### src/rtl/line_buf_ctrl.sv
// line_buf_ctrl: raster-order pixel controller for a 3x3 line-buffer window.
// Tracks the (row,col) of every accepted pixel, drives the line-buffer shift
// enable, flags complete non-wrapping windows with one cycle of latency and
// holds them under downstream backpressure.

module line_buf_ctrl #(
  parameter int IMG_WIDTH  = 540,
  parameter int IMG_HEIGHT = 540,
  parameter int CW         = $clog2((IMG_WIDTH > IMG_HEIGHT) ? IMG_WIDTH : IMG_HEIGHT)
) (
  input  logic          i_clock,
  input  logic          i_reset_n,
  input  logic          i_start,
  input  logic          i_in_valid,
  input  logic [7:0]    i_in_pixel,
  output logic          o_in_ready,
  output logic          o_sr_shift_en,
  output logic [7:0]    o_sr_pixel,
  output logic          o_win_valid,
  output logic [CW-1:0] o_win_row,
  output logic [CW-1:0] o_win_col,
  input  logic          i_out_ready,
  output logic          o_busy,
  output logic          o_frame_done
);

  typedef enum logic [1:0] {
    IDLE   = 2'd0,
    STREAM = 2'd1,
    DRAIN  = 2'd2
  } state_t;

  localparam logic [CW-1:0] LAST_COL = CW'(IMG_WIDTH - 1);
  localparam logic [CW-1:0] LAST_ROW = CW'(IMG_HEIGHT - 1);
  localparam logic [CW-1:0] ONE      = CW'(1);
  localparam logic [CW-1:0] TWO      = CW'(2);

  state_t        r_state;
  state_t        w_next_state;
  logic [CW-1:0] r_col;
  logic [CW-1:0] r_row;
  logic          r_win_valid;
  logic [CW-1:0] r_win_row;
  logic [CW-1:0] r_win_col;

  logic w_in_ready;
  logic w_accept;
  logic w_last_col;
  logic w_last_pixel;
  logic w_qualify;
  logic w_drain_exit;

  // Handshake and position decode: a held window blocks the line buffer so
  // the window contents cannot move underneath the consumer.
  always_comb begin
    w_in_ready   = (r_state == STREAM) && !(r_win_valid && !i_out_ready);
    w_accept     = i_in_valid && w_in_ready;
    w_last_col   = (r_col == LAST_COL);
    w_last_pixel = w_last_col && (r_row == LAST_ROW);
    w_qualify    = w_accept && (r_row >= TWO) && (r_col >= TWO);
    w_drain_exit = (r_state == DRAIN) && (!r_win_valid || i_out_ready);
  end

  // Next-state logic: the frame ends once the last pixel is taken and the
  // final window has been handed off.
  always_comb begin
    w_next_state = r_state;
    case (r_state)
      IDLE:    if (i_start) w_next_state = STREAM;
      STREAM:  if (w_accept && w_last_pixel) w_next_state = DRAIN;
      DRAIN:   if (w_drain_exit) w_next_state = IDLE;
      default: w_next_state = IDLE;
    endcase
  end

  // State register.
  always_ff @(posedge i_clock or negedge i_reset_n) begin
    if (!i_reset_n) begin
      r_state <= IDLE;
    end else begin
      r_state <= w_next_state;
    end
  end

  // Raster position counters; parked at zero in IDLE so every frame starts at (0,0).
  always_ff @(posedge i_clock or negedge i_reset_n) begin
    if (!i_reset_n) begin
      r_col <= '0;
      r_row <= '0;
    end else if (r_state == IDLE) begin
      r_col <= '0;
      r_row <= '0;
    end else if (w_accept) begin
      if (w_last_col) begin
        r_col <= '0;
        r_row <= w_last_pixel ? '0 : (r_row + ONE);
      end else begin
        r_col <= r_col + ONE;
      end
    end
  end

  // Window flag and centre coordinates, one cycle behind the accepted pixel;
  // priming pixels (first two rows/cols) never raise the flag.
  always_ff @(posedge i_clock or negedge i_reset_n) begin
    if (!i_reset_n) begin
      r_win_valid <= 1'b0;
      r_win_row   <= '0;
      r_win_col   <= '0;
    end else if (w_qualify) begin
      r_win_valid <= 1'b1;
      r_win_row   <= r_row - ONE;
      r_win_col   <= r_col - ONE;
    end else if (i_out_ready) begin
      r_win_valid <= 1'b0;
    end
  end

  assign o_in_ready    = w_in_ready;
  assign o_sr_shift_en = w_accept;
  assign o_sr_pixel    = i_in_pixel;
  assign o_win_valid   = r_win_valid;
  assign o_win_row     = r_win_row;
  assign o_win_col     = r_win_col;
  assign o_busy        = (r_state != IDLE);
  assign o_frame_done  = w_drain_exit;

endmodule

### config.mk
export PLATFORM = sky130hd
export DESIGN_NAME = line_buf_ctrl
export DESIGN_NICKNAME = d
export VERILOG_FILES = /design/src/rtl/line_buf_ctrl.sv
export SDC_FILE = /design/constraint.sdc
export NUM_CORES = 1
export LEC_CHECK = 0
export CORE_ASPECT_RATIO = 1.4
export CORE_MARGIN = 3
export CORE_UTILIZATION = 25
export DETAILED_ROUTE_END_ITERATION = 6
export PLACE_DENSITY = 0.48
export SYNTH_ARGS = -nofsm -noshare
export SYNTH_HDL_FRONTEND = slang
export SYNTH_SLANG_ARGS = --single-unit
### constraint.sdc
create_clock -name i_clock -period 2.6 [get_ports i_clock]
set_clock_uncertainty 0.2 [all_clocks]
set_input_delay 0.52 -clock i_clock [delete_from_list [all_inputs] [get_ports i_clock]]
set_output_delay 0.52 -clock i_clock [all_outputs]
set_load 0.02 [all_outputs]
; ---- Word-level counts from Yosys, hierarchy flattened
; Index checks and enable logic that the tools add are counted.
[totals]
register_bits = 43
latchBits = 0
mem_bits_rw = 0
mem_bits_ro = 0
inputBits = 13
out_inout_bits = 33
wordCells = 51
mem_count = 0
[classes]
n_addsub = 4
multipliers = 0
n_div = 0
n_lt_le_gt_ge = 2
n_eq_ne = 7
n_shift = 0
muxes = 13
bitwise = 0
reduce_logical = 19
[ops]
columns = cell, n
row1 = 10-bit two-way mux, 7
row2 = "10-bit by 1-bit adder with 10-bit output, second input constant", 2
row3 = "10-bit == test, second input constant", 2
row4 = "10-bit by 2-bit greater-or-equal comparator with 1-bit output, second input constant", 2
row5 = "10-bit by 1-bit subtractor with 10-bit output, second input constant", 2
row6 = 1-bit logical AND, 8
row7 = 2-bit nonzero test, 4
row8 = 2-bit two-way mux, 3
row9 = 2-bit one-hot mux with 3 select lines, 1
row10 = "2-bit != test, second input constant", 2
row11 = 1-bit zero test, 3
row12 = 3-bit AND reduction, 1
row13 = "2-bit by 1-bit == test with 1-bit output, second input constant", 1
row14 = "2-bit == test, second input constant", 1
row15 = 2-bit zero test, 1
row16 = 1-bit two-way mux, 2
row17 = "2-bit by 1-bit != test with 1-bit output, second input constant", 1
row18 = 2-bit AND reduction, 1
row19 = 1-bit logical OR, 1

; ---- Logic depth before layout (Yosys ltp)
; Gate-level depths: netlist of the first run.
[logic_depth]
depth_word = 8
mapped_depth = 8
mapped_depth_nobuf = 7

; ---- Least setup slack after synthesis of the first run
; Ideal clock, no wire load.
[synth_timing]
path_type = register -> register
start = reg r_col[0]
end = reg r_row[5]
setup_ns = 0.104
arrival_ns = 1.744
t_required_ns = 2.296
slack_ns = 0.552
stages_incl_launch_ff = 7
path_buffers = 0
period_less_slack_ns = 2.048
path_cell_list = dfrtp_1 -> ha_1 -> and4bb_1 -> and4b_1 -> a31oi_2 -> nand2_1 -> o311ai_1
[synth_via]
elab_chain_len = 6
elab_cells_between_ends = 8
classes_between = eq/ne: 1 / mux: 4 / reduce/logical: 3
[synth_lines]
columns = element, line_no
row1 = from (decl), 40  ; logic [CW-1:0] r_col;
row2 = from (signal assigned), 98  ; r_col <= r_col + ONE;
row3 = 10-bit == test (*), 58  ; w_last_col = (r_col == LAST_COL);
row4 = 1-bit logical AND, 59  ; w_last_pixel = w_last_col && (r_row == LAST_ROW);
row5 = 10-bit two-way mux, 96  ; r_row <= w_last_pixel ? '0 : (r_row + ONE);
row6 = 10-bit two-way mux, 94  ; if (w_last_col) begin
row7 = 10-bit two-way mux, 93  ; end else if (w_accept) begin
row8 = 10-bit two-way mux, 90  ; end else if (r_state == IDLE) begin
row9 = to (signal assigned), 96
row10 = to (decl), 41  ; logic [CW-1:0] r_row;
; Mark *: on every way between the ends. The rest lies on a longest branch, timed or not. The select of a mux whose other input is x is not followed.
; A chain may end at the register's enable or synchronous reset.

; ---- Final worst setup path of the first run
[layout_timing]
start = in i_out_ready
end = out o_frame_done
[layout_via]
elab_chain_len = 2
[layout_lines]
columns = element, line_no
row1 = from (decl), 22  ; input logic i_out_ready,
row2 = 1-bit logical OR, 61  ; w_drain_exit = (r_state == DRAIN) && (!r_win_valid || i_out_ready);
row3 = 1-bit logical AND, 61
row4 = to (decl), 24  ; output logic o_frame_done
; No other way between the ends.

==> metrics.yaml, run 1 <==
route:
  dr_total_vias: 1895
  viasPerCell: 4.71
  first_iter_violations: 92
  drc_errors: 0
  routed_wl_um: 5450
  dr.pass1.iters: 4
  wl_per_cell_um: 13.5
  drtAntennaViolNets: 0
logic_synthesis:
  synth_top_flop_cell: "dfrtp_1"
  synth_commonest_cells: "dfrtp_1 (43), nand2_1 (37), nor2_1 (20), o21ai_0 (19), xnor2_1 (14)"
  netlist_area_um2: 2430
  netlist.area_leader.share: 0.443
  syn_avg_cell_area_um2: 9.16
  synth_top_area_cell: "dfrtp_1"
  synthMostInstantiatedCell: "dfrtp_1"
  ys_seq_elements: 43
  synthDistinctLibCells: 47
  synth_sequential_area_ratio: 0.443
  ys_async_sr_fraction: 1.00
  synth.area.top_cells: "dfrtp_1 (44%), nand2_1 (5.7%), xnor2_1 (5.1%)"
  synth_nets: 284
  yosys_warnings: 0
  synthCells: 265
  synth-edff-count: 0
cts:
  cts_tree: "built"
  cts_inserted_buffers: 5
  post_cts_buffers: 0
  cts_num_sinks: 43
  clk_latency_ns: 0.28
  clock-root-buffer: "clkbuf_16"
  cts.clk_slew.worst_paths_ns: 0.06
  cts_buffer_depth: 2
  htree_num_levels: 2
  postCtsHoldBufs: 0
global_route:
  grt_overflow_total: 0
  grt.total_usage: 0.110
  grt_first_pass_wirelength_um: 9560
  antenna_found_initial: 0
  grt_pass1_vias: 1992
  grt_max_degree: 44
power:
  total_power_mw: 2.45
  ir_drop_mv: 0.233
  leakage_nw: 1.22
  powerDensity_nw_per_um2: 823
critical_path:
  path_max_fanout: 2
  crit_top_cell: "clkdlybuf4s50_1"
  r2r-start: "r_col[0]"
  cp_slowest_stage_delay_ns: 0.61
  reg2regPathDepth: 6
  worstPathRequired_ns: 1.88
  cp.arrival_ns: 1.78
  path_delay_family: "buffers and inverters"
  cp-end-kind: "output pin"
  slowest_stage: "clkdlybuf4s50_1"
  reg2reg_to: "r_row[5]"
  regToRegSetupSlack_ns: 0.33
  path_cells: "clkdlybuf4s50_1 > nor2b_1 > nor2_1 > clkdlybuf4s50_1"
  startpoint_type: "primary input"
  crit_type: "in -> out"
  crit_buf_inv: 2
floorplanning:
  core_um2: 9230
  die_area_um2: 10900
  die_w_um: 89.3
  dieHeight_um: 123
  rows: 41
  ios: 46
  start_util: 0.263
placement:
  place_ws_ns: -0.0591
  port_buffers: 29
  dp.cells: 394
  routabilityCongestion: 0.759
  hpwl_um: 4050
sta:
  max_slew.worst_pin.slew_ns: 0.586
  final_hold_viol_count: 0
  slew_headroom: 0.606
  slew_viol_final: 0
  rsz0062_at_grt: "true"
  fin_crit_ns: 2.50
  max_freq_ghz: 0.401
  finalCritPeriodShare: 0.960
  worst_slack_ns: 0.103
  hold_slack_ns: 0.109
  setup_viol: 0
min_path:
  hold_class: "in -> async"
layout:
  finish.utilization: 0.323
  synthToLayoutAreaGrowth_pct: 22.8
  diodes: 0
  drive_gt1_frac: 0.112
  final_net_count: 313
  finalNonFillerCells: 402
outcome:
  status: "finished, final reports clean"
job:
  drv_cap: 0
==> routing by layer <==
layer,global-route usage,vias to the layer above,part of all wire
met5,0,-,0
met4,0.0466,0,0.021
met3,0.0201,9,0.028
met2,0.176,32,0.48
met1,0.144,881,0.47
li1,-,973,-
==> placed cells by master (no fill, tap or decap), drive strengths merged, types with 2 or more instances in the layout <==
cell           instances
nor3b                  3
or4                    2
inv                    6
nor4                   6
ha                     6
nor4b                  2
nand2b                 4
o31ai                  2
xnor2                 14
nor3                   8
and2                   2
nand4                  3
clkdlybuf4s50         26
buf                   18
or2                    2
a31oi                  2
o2bb2ai                2
a22o                   4
and4b                  2
nor2b                  2
dfrtp                 43
nor2                  22
nand3                 13
nand2                 37
a21oi                  3
xor2                   8
a21o                   5
o21ai                 27
clkbuf                 7
==> sequential cells by signal, indices dropped and copies added (netlist names) <==
signal,count
o_win_col,10
o_win_row,10
o_win_valid,1
r_col,10
r_row,10
r_state,2
==> kinds of logic (layout without fill, tap and decap cells) <==
logic type,Yosys count,count (layout),synth area share
DFF,43,43,0.443
AOI/OAI and AO/OA,50,50,0.133
and+or+nand+nor,114,114,0.244
adders and majority gates,6,6,0.0309
xor gates and xnor gates,22,22,0.0794
buffers and inverters,30,60,0.0691
==> timing repair <==
item	CTS	global route
setup endpoints to repair	1	2
cloned	0	0
resized for setup	1	1
==> layout make-up <==
class | count | area (µm²)
clock inverters | 1 | 5.00
flip-flops and latches | 43 | 1080
well taps | 107 | 134
multi-input cells | 192 | 1180
clock buffers | 7 | 133
inverters | 6 | 22.5
fillers | 983 | 6250
repair buffers | 46 | 427
==> power by group <==
group | internal (mW) | switching, mW | total (mW)
Clock | 0.355 | 0.244 | 0.599
Combinational | 0.433 | 0.494 | 0.928
Sequential | 0.819 | 0.107 | 0.925
==> through the flow <==
stage | cell area [µm²] | TNS (ns)
after global routing | 2980 | -0.00732
after CTS | 2980 | 0
after global placement | 2840 | -0.0489
final | 2980 | 0
after detailed placement | 2840 | -0.0591
after floorplan | 2430 | 0
==> how the worst max path moves through the flow <==
stage | start | to | slack, ns | depth (start not counted)
final | i_out_ready | o_frame_done | 0.10 | 4
after global routing | r_state[1] | o_busy | -0.007 | 3
after CTS | i_out_ready | o_in_ready | 0.01 | 4
after detailed placement | i_out_ready | o_sr_shift_en | -0.06 | 4
after global placement | i_out_ready | o_sr_shift_en | -0.05 | 4
after floorplan | r_col[0] | r_row[5] | 0.55 | 6
Power figures use the tool's default switching activity.
==> run 2: changes to the inputs <==
--- a/config.mk
+++ b/config.mk
@@ -5,11 +5,13 @@
 export SDC_FILE = /design/constraint.sdc
 export NUM_CORES = 1
 export LEC_CHECK = 0
+export ABC_AREA = 1
 export CORE_ASPECT_RATIO = 1.4
 export CORE_MARGIN = 3
-export CORE_UTILIZATION = 25
+export CORE_UTILIZATION = 40
 export DETAILED_ROUTE_END_ITERATION = 6
-export PLACE_DENSITY = 0.48
+export PLACE_DENSITY = 0.67
 export SYNTH_ARGS = -nofsm -noshare
 export SYNTH_HDL_FRONTEND = slang
 export SYNTH_SLANG_ARGS = --single-unit
+export TNS_END_PERCENT = 5
==> metrics.yaml, run 2 <==
critical_path:
  cp-end-kind: "output pin"
  crit_type: "in -> out"
  crit_top_cell: "inv_1"
  reg2regPathDepth: 9
  worstPathRequired_ns: 1.88
  path_cells: "clkdlybuf4s50_1 > inv_1 > nand2_1 > inv_1 > nor3_1 > dlygate4sd2_1"
  slowest_stage: "clkdlybuf4s50_1"
  path_max_fanout: 3
  cp_slowest_stage_delay_ns: 0.45
  cp.arrival_ns: 1.65
  startpoint_type: "primary input"
route:
  first_iter_violations: 120
  dr_total_vias: 2372
  drc_errors: 0
  viasPerCell: 4.78
  drtAntennaViolNets: 0
  dr.pass1.iters: 4
  routed_wl_um: 5810
  wl_per_cell_um: 11.7
logic_synthesis:
  ys_async_sr_fraction: 1.00
  synth_top_area_cell: "dfrtp_1"
  netlist.area_leader.share: 0.387
  synth-edff-count: 0
  synth_nets: 397
  synth_top_flop_cell: "dfrtp_1"
  netlist_area_um2: 2780
  synthMostInstantiatedCell: "nand2_1"
  synthDistinctLibCells: 30
  synth_commonest_cells: "nand2_1 (122), dfrtp_1 (43), nor2_1 (37), nand3_1 (33), inv_1 (25)"
  synthCells: 378
  synth_sequential_area_ratio: 0.387
  ys_seq_elements: 43
  syn_avg_cell_area_um2: 7.35
  yosys_warnings: 0
  synth.area.top_cells: "dfrtp_1 (39%), nand2_1 (16%), nand3_1 (5.9%)"
global_route:
  grt_max_degree: 22
  grt_overflow_total: 0
  grt_first_pass_wirelength_um: 10300
  grt.total_usage: 0.157
  grt_pass1_vias: 2259
  antenna_found_initial: 0
layout:
  finalNonFillerCells: 496
  layout_common_cells: "nand2_1 (122), dfrtp_1 (43), nor2_1 (37)"
  final_net_count: 422
  diodes: 0
  multi_input_area_um2: 1380
  synthToLayoutAreaGrowth_pct: 14.1
  finish.utilization: 0.477
  final_common_cell: "nand2_1"
  fin_area_um2: 3170
  regArea_um2: 1080
  fill_cells: 699
  drive_gt1_frac: 0.141
power:
  leakage_nw: 1.60
  ir_drop_mv: 0.284
  p_comb_frac: 0.501
  swShare: 0.436
  cell_internal_pwr_mw: 1.75
  seq_power_share: 0.350
  switchingPower_mw: 1.35
  powerDensity_nw_per_um2: 978
  total_power_mw: 3.10
  clkPwrFrac: 0.149
placement:
  routabilityCongestion: 0.896
  dp.cells: 487
  place_ws_ns: -0.0526
  port_buffers: 29
  place_area_um2: 3070
  hpwl_um: 4520
sta:
  max_freq_ghz: 0.423
  fin_crit_ns: 2.37
  finalCritPeriodShare: 0.910
  slew_headroom: 0.689
  slew_viol_final: 0
  setup_viol: 0
  hold_slack_ns: 0.270
  worst_slack_ns: 0.235
  final_hold_viol_count: 0
  rsz0062_at_grt: "false"
  max_slew.worst_pin.slew_ns: 0.467
  setup_tns_ns: 0
cts:
  cts_tree: "built"
  cts_num_sinks: 43
  clock-root-buffer: "clkbuf_8"
  clk_latency_ns: 0.29
  htree_num_levels: 2
  cts.clk_slew.worst_paths_ns: 0.07
  cts_buffer_depth: 2
  cts_inserted_buffers: 5
floorplanning:
  start_util: 0.417
  core_um2: 6660
  die_area_um2: 8000
  rows: 35
  dieHeight_um: 105
  die_w_um: 76.4
  ios: 46
min_path:
  hold_class: "reg -> reg"
  min_path_cells: 2
outcome:
  status: "finished, final reports clean"
job:
  drv_cap: 0
[run 2: changes by cell type in the layout (fill, tap and decap cells not counted), moves of 6 or more]
cell / delta
nand2_2: +15
inv_2: +10
o21ai_1: -6
buf_4: -8
xnor2_1: -14
o21ai_0: -6
nand3_1: +20
nor4_1: -6
clkbuf_8: +7
inv_1: +19
nand2_1: +85
nor2_1: +17
[run 2: worst max-delay path: cells and delay by family]
family | cells | cell delay [ns]
AND/OR/NAND/NOR | 2 | 0.22
buffers and inverters | 4 | 0.89
[run 2: layer usage]
metal  global-route usage  share of wire  vias to the layer above
li1                     -              -                     1228
met5                    0              0                        -
met3               0.0190          0.038                        8
met2                0.264           0.50                       52
met4               0.0674          0.019                        0
met1                0.202           0.44                     1084
[run 2: power by group through the flow]
stage	sequential [mW]	clock, mW	combinational (mW)
after floorplan	1.18	0	1.07
after global placement	1.09	0	1.55
after detailed placement	1.10	0	1.57
after CTS	1.09	0.486	1.57
after global routing	1.13	0.515	1.74
final	1.08	0.463	1.55
[run 2: cell families after synthesis]
group,share of synthesized area
adders and majority gates,0.0270
and+or+nand+nor,0.384
buffers and inverters,0.116
AOI/OAI and AO/OA,0.0446
xor gates and xnor gates,0.0410
DFF,0.387
[run 2: repair_timing]
item / in CTS / in global routing
hold buffers: 1 / 0
gates resized for setup: 3 / 0
hold endpoints to repair: 16 / 0
buffers inserted: 0 / 0
endpoints found under the setup margin: 3 / 0
[run 2: final timing paths]
path	from	to	slack, ns
setup / recovery	i_out_ready	o_in_ready	0.23
hold / removal	o_win_col[4]	o_win_col[4]	0.27
hold reg to reg	o_win_col[4]	o_win_col[4]	0.27
setup reg to reg	r_row[0]	o_win_col[6]	0.65
min in group asynchronous	i_reset_n	o_win_row[2]	0.50
max in group asynchronous	i_reset_n	o_win_col[7]	1.15
[run 2: cell type report]
class                   instances  share of cell area
clock buffers                   8              0.0316
multi-input cells             277               0.435
flip-flops and latches         43               0.339
repair buffers                 38               0.111
well taps                      92              0.0363
inverters                      38              0.0469
==> run 3: changes to the inputs <==
==> constraint.sdc (replaced) <==
create_clock -name i_clock -period 2.6 [get_ports i_clock]
set_clock_uncertainty 0.2 [all_clocks]
set_input_delay 0.52 -clock i_clock [delete_from_list [all_inputs] [get_ports i_clock]]
set_output_delay 0.52 -clock i_clock [all_outputs]
set_load 0.05 [all_outputs]
==> metrics.yaml, run 3 (same netlist as run 2, synthesis figures left out) <==
outcome:
  status: "finished, final reports clean"
cts:
  cts.clk_slew.worst_paths_ns: 0.07
  clock-root-buffer: "clkbuf_8"
  htree_num_levels: 2
  cts_tree: "built"
  clk_latency_ns: 0.29
  cts_buffer_depth: 2
  post_cts_resized: 0
  cts_inserted_buffers: 5
  cts_num_sinks: 43
sta:
  fin_crit_ns: 2.39
  finalCritPeriodShare: 0.920
  setup_viol: 0
  setup_tns_ns: 0
  max_slew.worst_pin.slew_ns: 0.510
  slew_viol_final: 0
  rsz0062_at_grt: "false"
  worst_slack_ns: 0.207
  final_hold_viol_count: 0
  slew_headroom: 0.659
  hold_slack_ns: 0.270
  max_freq_ghz: 0.418
layout:
  final_common_cell: "nand2_1"
  diodes: 0
  synthToLayoutAreaGrowth_pct: 13.7
  layout_common_cells: "nand2_1 (122), dfrtp_1 (43), nor2_1 (37)"
  drive_gt1_frac: 0.143
  finalNonFillerCells: 491
  final_net_count: 418
  fill_cells: 700
global_route:
  grt_max_degree: 22
  antenna_found_initial: 0
  grt.busiest_layer: "met2"
  grt_overflow_total: 0
  met3_usage: 0.0224
  grt_pass1_vias: 2240
  grt_use_met2: 0.260
  grt.total_usage: 0.152
  use_met1: 0.193
  grt_first_pass_wirelength_um: 10100
power:
  cell_internal_pwr_mw: 1.72
  ir_drop_mv: 0.393
  switchingPower_mw: 1.68
  powerDensity_nw_per_um2: 1080
  total_power_mw: 3.40
  swShare: 0.495
  seq_power_share: 0.320
  clkPwrFrac: 0.128
  leakage_nw: 1.58
  p_comb_frac: 0.553
min_path:
  hold_class: "reg -> reg"
route:
  drc_errors: 0
  dr_total_vias: 2359
  dr.pass1.iters: 4
  wl_per_cell_um: 11.8
  routed_wl_um: 5810
  drtAntennaViolNets: 0
  first_iter_violations: 106
  viasPerCell: 4.80
job:
  drv_cap: 0
placement:
  routabilityCongestion: 0.875
  place_ws_ns: 0.192
  hpwl_um: 4420
  port_buffers: 29
  dp.cells: 483
floorplanning:
  rows: 35
  core_um2: 6660
  dieHeight_um: 105
  die_area_um2: 8000
  start_util: 0.417
  ios: 46
  die_w_um: 76.4
critical_path:
  worstPathRequired_ns: 1.88
  slowest_stage: "clkdlybuf4s50_1"
  path_delay_family: "buffers and inverters"
  crit_buf_inv: 4
  crit_top_cell: "inv_1"
  cp-end-kind: "output pin"
  cp_slowest_stage_delay_ns: 0.45
  crit_type: "in -> out"
  cp.arrival_ns: 1.67
  path_cells: "clkdlybuf4s50_1 > inv_1 > nand2_1 > inv_1 > nor3_1 > buf_12"
  path_max_fanout: 4
  startpoint_type: "primary input"
run 3: cell count changes in the layout (fill, tap and decap cells not counted), sizes merged:
cell / change
clkinv: +1
clkdlybuf4s50: -1
clkbuf: -2
dlygate4sd2: -3
run 3: layer usage:
metal	part of all wire	vias to the layer above	wire, µm
li1	-	1226	-
met1	0.46	1081	2660
met2	0.49	45	2850
met3	0.035	7	205
met4	0.015	0	88
met5	0	-	0
run 3: timing repair:
action | CTS | global route
hold endpoints to repair | 17 | 0
hold buffers | 1 | 0
buffers inserted | 0 | 0
run 3: final cells by class:
cell class / count / area, µm² / share of cell area
Sequential cell: 43 / 1080 / 0.340
Timing Repair Buffer: 34 / 353 / 0.112
Inverter: 38 / 149 / 0.0471
Tap cell: 92 / 115 / 0.0364
Clock buffer: 6 / 82.6 / 0.0261
Multi-Input combinational cell: 277 / 1380 / 0.437
Clock inverter: 1 / 5.00 / 0.00158
run 3: stage by stage:
step / util / cell area, µm²
2_1_floorplan: - / 2780
3_3_place_gp: 0.460 / 3060
3_5_place_dp: 0.460 / 3060
4_1_cts: 0.475 / 3160
5_1_grt: 0.475 / 3160
6_report: 0.475 / 3160
run 3: final timing paths:
check	startpoint	endpoint	slack [ns]	cells after the start
max in group asynchronous	i_reset_n	o_win_col[9]	1.14	3
worst max register to register	r_state[1]	r_col[5]	0.62	6
worst min-delay path	o_win_col[5]	o_win_col[5]	0.27	2
worst max-delay path	i_out_ready	o_frame_done	0.21	6
worst min register to register	o_win_col[5]	o_win_col[5]	0.27	2
min in group asynchronous	i_reset_n	r_row[8]	0.51	2
run 3: power by group through the flow:
stage | Combinational [mW] | Sequential [mW] | Clock, mW
after global routing | 2.06 | 1.12 | 0.472
after detailed placement | 1.90 | 1.10 | 0
after CTS | 1.90 | 1.09 | 0.448
final | 1.88 | 1.09 | 0.435
after global placement | 1.87 | 1.09 | 0
after floorplan | 1.10 | 1.48 | 0
run 3: worst reg2reg max path, stage by stage (launching register included):
cell and delay [ns]:
dfrtp_1 0.42, inv_1 0.09, nand2_1 0.39, nand2_2 0.25, nand2_2 0.30, o21ai_0 0.15
nor2_1 0.12
